===== config.mk =====
export PLATFORM = sky130hd
export DESIGN_NAME = cycle_sequencer
export DESIGN_NICKNAME = d
export VERILOG_FILES = /design/src/rtl/seq_pkg.sv /design/src/rtl/mem_wait_timer.sv /design/src/rtl/cycle_sequencer.sv
export SDC_FILE = /design/constraint.sdc
export NUM_CORES = 1
export LEC_CHECK = 0
export ABC_AREA = 1
export BUFFER_PORTS_ARGS = -buffer_cell sky130_fd_sc_hd__buf_2
export CELL_PAD_IN_SITES_DETAIL_PLACEMENT = 0
export CELL_PAD_IN_SITES_GLOBAL_PLACEMENT = 1
export CORE_AREA = 10 10 90 92
export DETAILED_ROUTE_END_ITERATION = 6
export DIE_AREA = 0 0 100 102
export PLACE_DENSITY = 0.85
export SYNTH_ARGS = -nofsm -noshare
export SYNTH_HDL_FRONTEND = slang
export SYNTH_SLANG_ARGS = --single-unit

===== constraint.sdc =====
create_clock -name clock -period 4.19 [get_ports clock]
set_input_delay 0.6285 -clock clock [delete_from_list [all_inputs] [get_ports clock]]
set_output_delay 0.6285 -clock clock [all_outputs]
set_load 0.03 [all_outputs]

===== src/rtl/seq_pkg.sv =====
// Shared definitions for the cycle sequencer: state encodings, latched flag layout
// and the default memory timeout.
package seq_pkg;

  typedef enum logic [2:0] {
    S_IDLE      = 3'd0,
    S_FETCH     = 3'd1,
    S_DECODE    = 3'd2,
    S_EXECUTE   = 3'd3,
    S_MEMORY    = 3'd4,
    S_WRITEBACK = 3'd5,
    S_ERROR     = 3'd6
  } seq_state_e;

  typedef struct packed {
    logic mem_read;
    logic mem_write;
    logic reg_write;
  } instr_flags_t;

  localparam int unsigned DEFAULT_MEM_TIMEOUT = 15;
  // Wide enough for the largest legal timeout (255).
  localparam int WAIT_CNT_W = 8;

  function automatic logic is_busy(input seq_state_e s);
    return !((s == S_IDLE) || (s == S_ERROR));
  endfunction

endpackage


===== src/rtl/mem_wait_timer.sv =====
// Counts consecutive memory-not-ready cycles; expired flags the cycle on which
// the count has reached TIMEOUT-1.
module mem_wait_timer
  import seq_pkg::*;
#(
  parameter int unsigned TIMEOUT = DEFAULT_MEM_TIMEOUT
) (
  input  logic clock,
  input  logic resetN,
  input  logic clear,
  input  logic count_en,
  output logic expired
);

  logic [WAIT_CNT_W-1:0] r_count;

  // Clear wins so the count always starts from zero on MEMORY entry.
  always_ff @(posedge clock or negedge resetN) begin
    if (!resetN) begin
      r_count <= '0;
    end else if (clear) begin
      r_count <= '0;
    end else if (count_en) begin
      r_count <= r_count + 1'b1;
    end
  end

  assign expired = (r_count == WAIT_CNT_W'(TIMEOUT - 1));

endmodule


===== src/rtl/cycle_sequencer.sv =====
// Multi-cycle instruction sequencer (FETCH/DECODE/EXECUTE/MEMORY/WRITEBACK) with a
// memory-wait timeout into a sticky ERROR state. Define SEQ_SINGLE_STEP_EN to add stepReq.
module cycle_sequencer
  import seq_pkg::*;
#(
  parameter int unsigned MEM_TIMEOUT = DEFAULT_MEM_TIMEOUT,
  parameter int unsigned CNT_W       = 32
) (
  input  logic             clock,
  input  logic             resetN,
  input  logic             run,
`ifdef SEQ_SINGLE_STEP_EN
  input  logic             stepReq,
`endif
  input  logic             memReadFlag,
  input  logic             memWriteFlag,
  input  logic             regWriteFlag,
  input  logic             memReady,
  output logic             fetchEn,
  output logic             decodeEn,
  output logic             execEn,
  output logic             pcEn,
  output logic             memReq,
  output logic             memWe,
  output logic             wbEn,
  output logic [2:0]       state,
  output logic             busy,
  output logic             error,
  output logic [CNT_W-1:0] instrCount
);

  seq_state_e       r_state;
  seq_state_e       w_state_next;
  instr_flags_t     r_flags;
  logic [CNT_W-1:0] r_instr_count;
  logic             w_start;
  logic             w_timer_clear;
  logic             w_timer_count;
  logic             w_timer_expired;

`ifdef SEQ_SINGLE_STEP_EN
  // A step starts only on a stepReq rising edge, so a held request runs one instruction.
  logic r_step_prev;

  always_ff @(posedge clock or negedge resetN) begin
    if (!resetN) begin
      r_step_prev <= 1'b0;
    end else begin
      r_step_prev <= stepReq;
    end
  end

  assign w_start = run | (stepReq & ~r_step_prev);
`else
  assign w_start = run;
`endif

  always_ff @(posedge clock or negedge resetN) begin
    if (!resetN) begin
      r_state <= S_IDLE;
    end else begin
      r_state <= w_state_next;
    end
  end

  always_ff @(posedge clock or negedge resetN) begin
    if (!resetN) begin
      r_flags <= '0;
    end else if (r_state == S_DECODE) begin
      r_flags <= '{mem_read: memReadFlag, mem_write: memWriteFlag, reg_write: regWriteFlag};
    end
  end

  always_ff @(posedge clock or negedge resetN) begin
    if (!resetN) begin
      r_instr_count <= '0;
    end else if (r_state == S_WRITEBACK) begin
      r_instr_count <= r_instr_count + 1'b1;
    end
  end

  // Holding the timer clear outside MEMORY guarantees a fresh count on every entry.
  assign w_timer_clear = (r_state != S_MEMORY);
  assign w_timer_count = (r_state == S_MEMORY) && !memReady;

  mem_wait_timer #(
    .TIMEOUT (MEM_TIMEOUT)
  ) u_mem_wait_timer (
    .clock    (clock),
    .resetN   (resetN),
    .clear    (w_timer_clear),
    .count_en (w_timer_count),
    .expired  (w_timer_expired)
  );

  always_comb begin
    w_state_next = r_state;
    fetchEn      = 1'b0;
    decodeEn     = 1'b0;
    execEn       = 1'b0;
    pcEn         = 1'b0;
    memReq       = 1'b0;
    memWe        = 1'b0;
    wbEn         = 1'b0;
    error        = 1'b0;
    case (r_state)
      S_IDLE: begin
        if (w_start) w_state_next = S_FETCH;
      end
      S_FETCH: begin
        fetchEn      = 1'b1;
        w_state_next = S_DECODE;
      end
      S_DECODE: begin
        decodeEn     = 1'b1;
        w_state_next = S_EXECUTE;
      end
      S_EXECUTE: begin
        execEn       = 1'b1;
        w_state_next = (r_flags.mem_read || r_flags.mem_write) ? S_MEMORY : S_WRITEBACK;
      end
      S_MEMORY: begin
        memReq = 1'b1;
        memWe  = r_flags.mem_write;
        // A ready on the final allowed cycle still completes the access.
        if (memReady) begin
          w_state_next = S_WRITEBACK;
        end else if (w_timer_expired) begin
          w_state_next = S_ERROR;
        end
      end
      S_WRITEBACK: begin
        pcEn         = 1'b1;
        wbEn         = r_flags.reg_write;
        w_state_next = run ? S_FETCH : S_IDLE;
      end
      S_ERROR: begin
        error = 1'b1;
      end
      default: begin
        w_state_next = S_ERROR;
      end
    endcase
  end

  assign state      = r_state;
  assign busy       = is_busy(r_state);
  assign instrCount = r_instr_count;

endmodule


==> run_results.csv <==
group,metric,value,unit
run_status,status,"finished clean",
timing,setup_violations,0,
grt,grt_usage,12.45,%
critical_path,end_kind,"primary output",
floorplanning,rows,29,
grt,antenna_found_initial,0,
yosys,async_flop_share,100.0,%
yosys,syn_area,2530,µm²
yosys,syn_area_per_cell,8.032,µm²
timing,slew_violations,0,
floorplanning,initial_utilization,40.30,%
route,wl_per_cell,13.65,µm
place,dpl-instance-area,2863,µm²
power,peakVddDrop,345.9,µV
place,place_ws,2.334,ns
route,wl,6.127,mm
route,ant_nets,0,
timing,whs,0.4912,ns
yosys,ys_types,24,
yosys,ys.flop_type,"dfrtp_1",
yosys,syn_nets,325,
clock_tree,ctsResizeCount,0,
clock_tree,insertion_delay,0.30,ns
critical_path,cp_data_required_time,3.56,ns
place,gp_congestion,0.7894,
route,initialDrtViolationCount,82,
timing,period_minus_slack,2.164,ns
yosys,seq_area_frac_synth,45.50,%
critical_path,start_kind,"flop",
route,vias_per_cell,4.773,
grt,grt_overflow,0,
timing,slew_headroom,30.69,%
floorplanning,core,6277,µm²
finish,fin_nets,381,
yosys,ys_ff_latch,46,
clock_tree,clk_pin_slew,0.09,ns
route,drt-pass1-iter-count,4,
floorplanning,dieArea,10200,µm²
critical_path,crit_fanout,10,
yosys,syn_inst,315,
clock_tree,cts_num_sinks,46,
finish,seqCellArea,1151,µm²
clock_tree,htreeDepth,2,
finish,instances_no_fill,449,
route,drc,0,
min_path,hold_class,"reg -> reg",
timing,fin_crit_sh,51.65,%
floorplanning,die_h,102,µm
yosys,yosys_warnings,0,
floorplanning,io-pin-count,51,
grt,grt_pass1_vias,2277,
flow_run,maxCapViolations,0,
finish,final_area,2954,µm²
critical_path,cp.arrival,1.54,ns
clock_tree,cts_buffers,5,
grt,grt_max_degree,47,
route,vias,2143,
timing,hold_viol,0,
timing,tns,0,ns
clock_tree,root_buffer,"clkbuf_8",
floorplanning,dieWidth,100,µm
clock_tree,cts_tree,"yes",
power,p_leak,1.566,nW
timing,fmax,462.1,MHz
place,dpl.cell_count,441,
timing,tightest_slew,1.040,ns
finish,layout-drive-gt1-share,19.62,%
timing,skew,0.005100,ns
place,dpl.hpwl,4.759,mm
clock_tree,post_cts_buffers,0,
finish,area_growth,16.77,%
finish,antenna_cells,0,
timing,rsz0062_at_grt,"false",
place,portBuffers,50,
clock_tree,cts_buffer_depth,2,
timing,layout_setup_ws,2.026,ns
power,p_per_area,424.2,nW/µm²
yosys,synth_edf_count,0,
critical_path,crit_type,"reg -> out",
finish,fill_cells,645,
grt,grt_pass1_wl,10.55,mm
clock_tree,cts.hold.buffers_added,0,
finish,multiInputGateArea,1189,µm²
cells in the mapped netlist, types with 3 or more instances:
| library cell | instances | area share [%] |
|---|---|---|
| nand4_1 | 7 | 1.7 |
| ha_1 | 3 | 1.5 |
| xor2_1 | 9 | 3.1 |
| nor2_4 | 7 | 3.1 |
| nor2_1 | 31 | 4.6 |
| dfrtp_1 | 46 | 45 |
| a21oi_1 | 7 | 1.4 |
| nand3_1 | 21 | 4.2 |
| nand2_1 | 83 | 12 |
| o21ai_0 | 9 | 1.8 |
| inv_1 | 45 | 6.7 |
| xnor2_1 | 11 | 3.8 |
| nor3_1 | 18 | 3.6 |
| nand3b_1 | 4 | 1.2 |
worst paths after layout:
kind / startpoint / endpoint / slack (ns) / cells past startpoint
max: state[0] / memReq / 2.03 / 3
min: r_flags[2] / r_flags[2] / 0.49 / 2
max reg2reg: instrCount[0] / instrCount[20] / 2.57 / 7
min reg2reg: r_flags[2] / r_flags[2] / 0.49 / 2
max in group asynchronous: resetN / instrCount[13] / 3.04 / 1
min in group asynchronous: resetN / r_flags[1] / 0.51 / 1
through the flow:
step                utilization, %  power [W]
finish                       47.06   0.001253
global route                 47.06   0.001338
CTS                          47.06   0.001272
detailed placement           45.60  0.0009817
global placement             45.60  0.0009750
floorplan                        -  0.0008624
cells by family after synthesis:
| kind of cell | synth area share, % |
|---|---|
| simple gates | 35.21 |
| buf+inv | 7.517 |
| flops | 45.50 |
| xor+xnor | 6.924 |
| compound gates | 3.363 |
| fa+ha+maj | 1.484 |
area by class of cell:
class,count,share of cell area (%)
inverters,47,5.972
flip-flops and latches,46,38.97
multi-input cells,221,40.24
well taps,77,3.261
repair buffers,50,8.471
clock buffers,7,2.922
clock inverters,1,0.1694
routing by layer:
layer	global-route usage, %	wire (µm)
met1	15.27	2886
met2	20.46	2787
met3	3.779	395
met4	4.130	58
met5	0	0
layout by cell type, fill, tap and decap left out, drive strengths merged:
cell / synthesis / layout
nand2: 84 / 84
buf: 0 / 50
inv: 47 / 47
dfrtp: 46 / 46
nor2: 39 / 39
nand3: 25 / 25
nor3: 19 / 19
xnor2: 11 / 11
o21ai: 10 / 10
xor2: 9 / 9
nand4: 7 / 7
a21oi: 7 / 7
clkbuf: 1 / 7
nand3b: 4 / 4
ha: 3 / 3
and2: 2 / 2
and3: 1 / 1
clkinv: 0 / 1
where the power goes:
group	internal (W)	total [W]	switching, W	leakage (nW)
combinational	0.000114	0.000408	0.000294	0.892
clock	0.000134	0.000289	0.000155	0.0482
sequential	0.000495	0.000556	0.0000612	0.626
critical path: stages (launching register included):
cell	delay (ns)
dfrtp_1	0.50
nand3b_1	0.35
inv_2	0.17
buf_2	0.21
state kept, by name (all words and copies together) (netlist names), named ones only:
name,count
instrCount,32
r_flags,3
state,2
u_mem_wait_timer.r_count,8
Note: power is estimated with default switching activity, not from simulation.
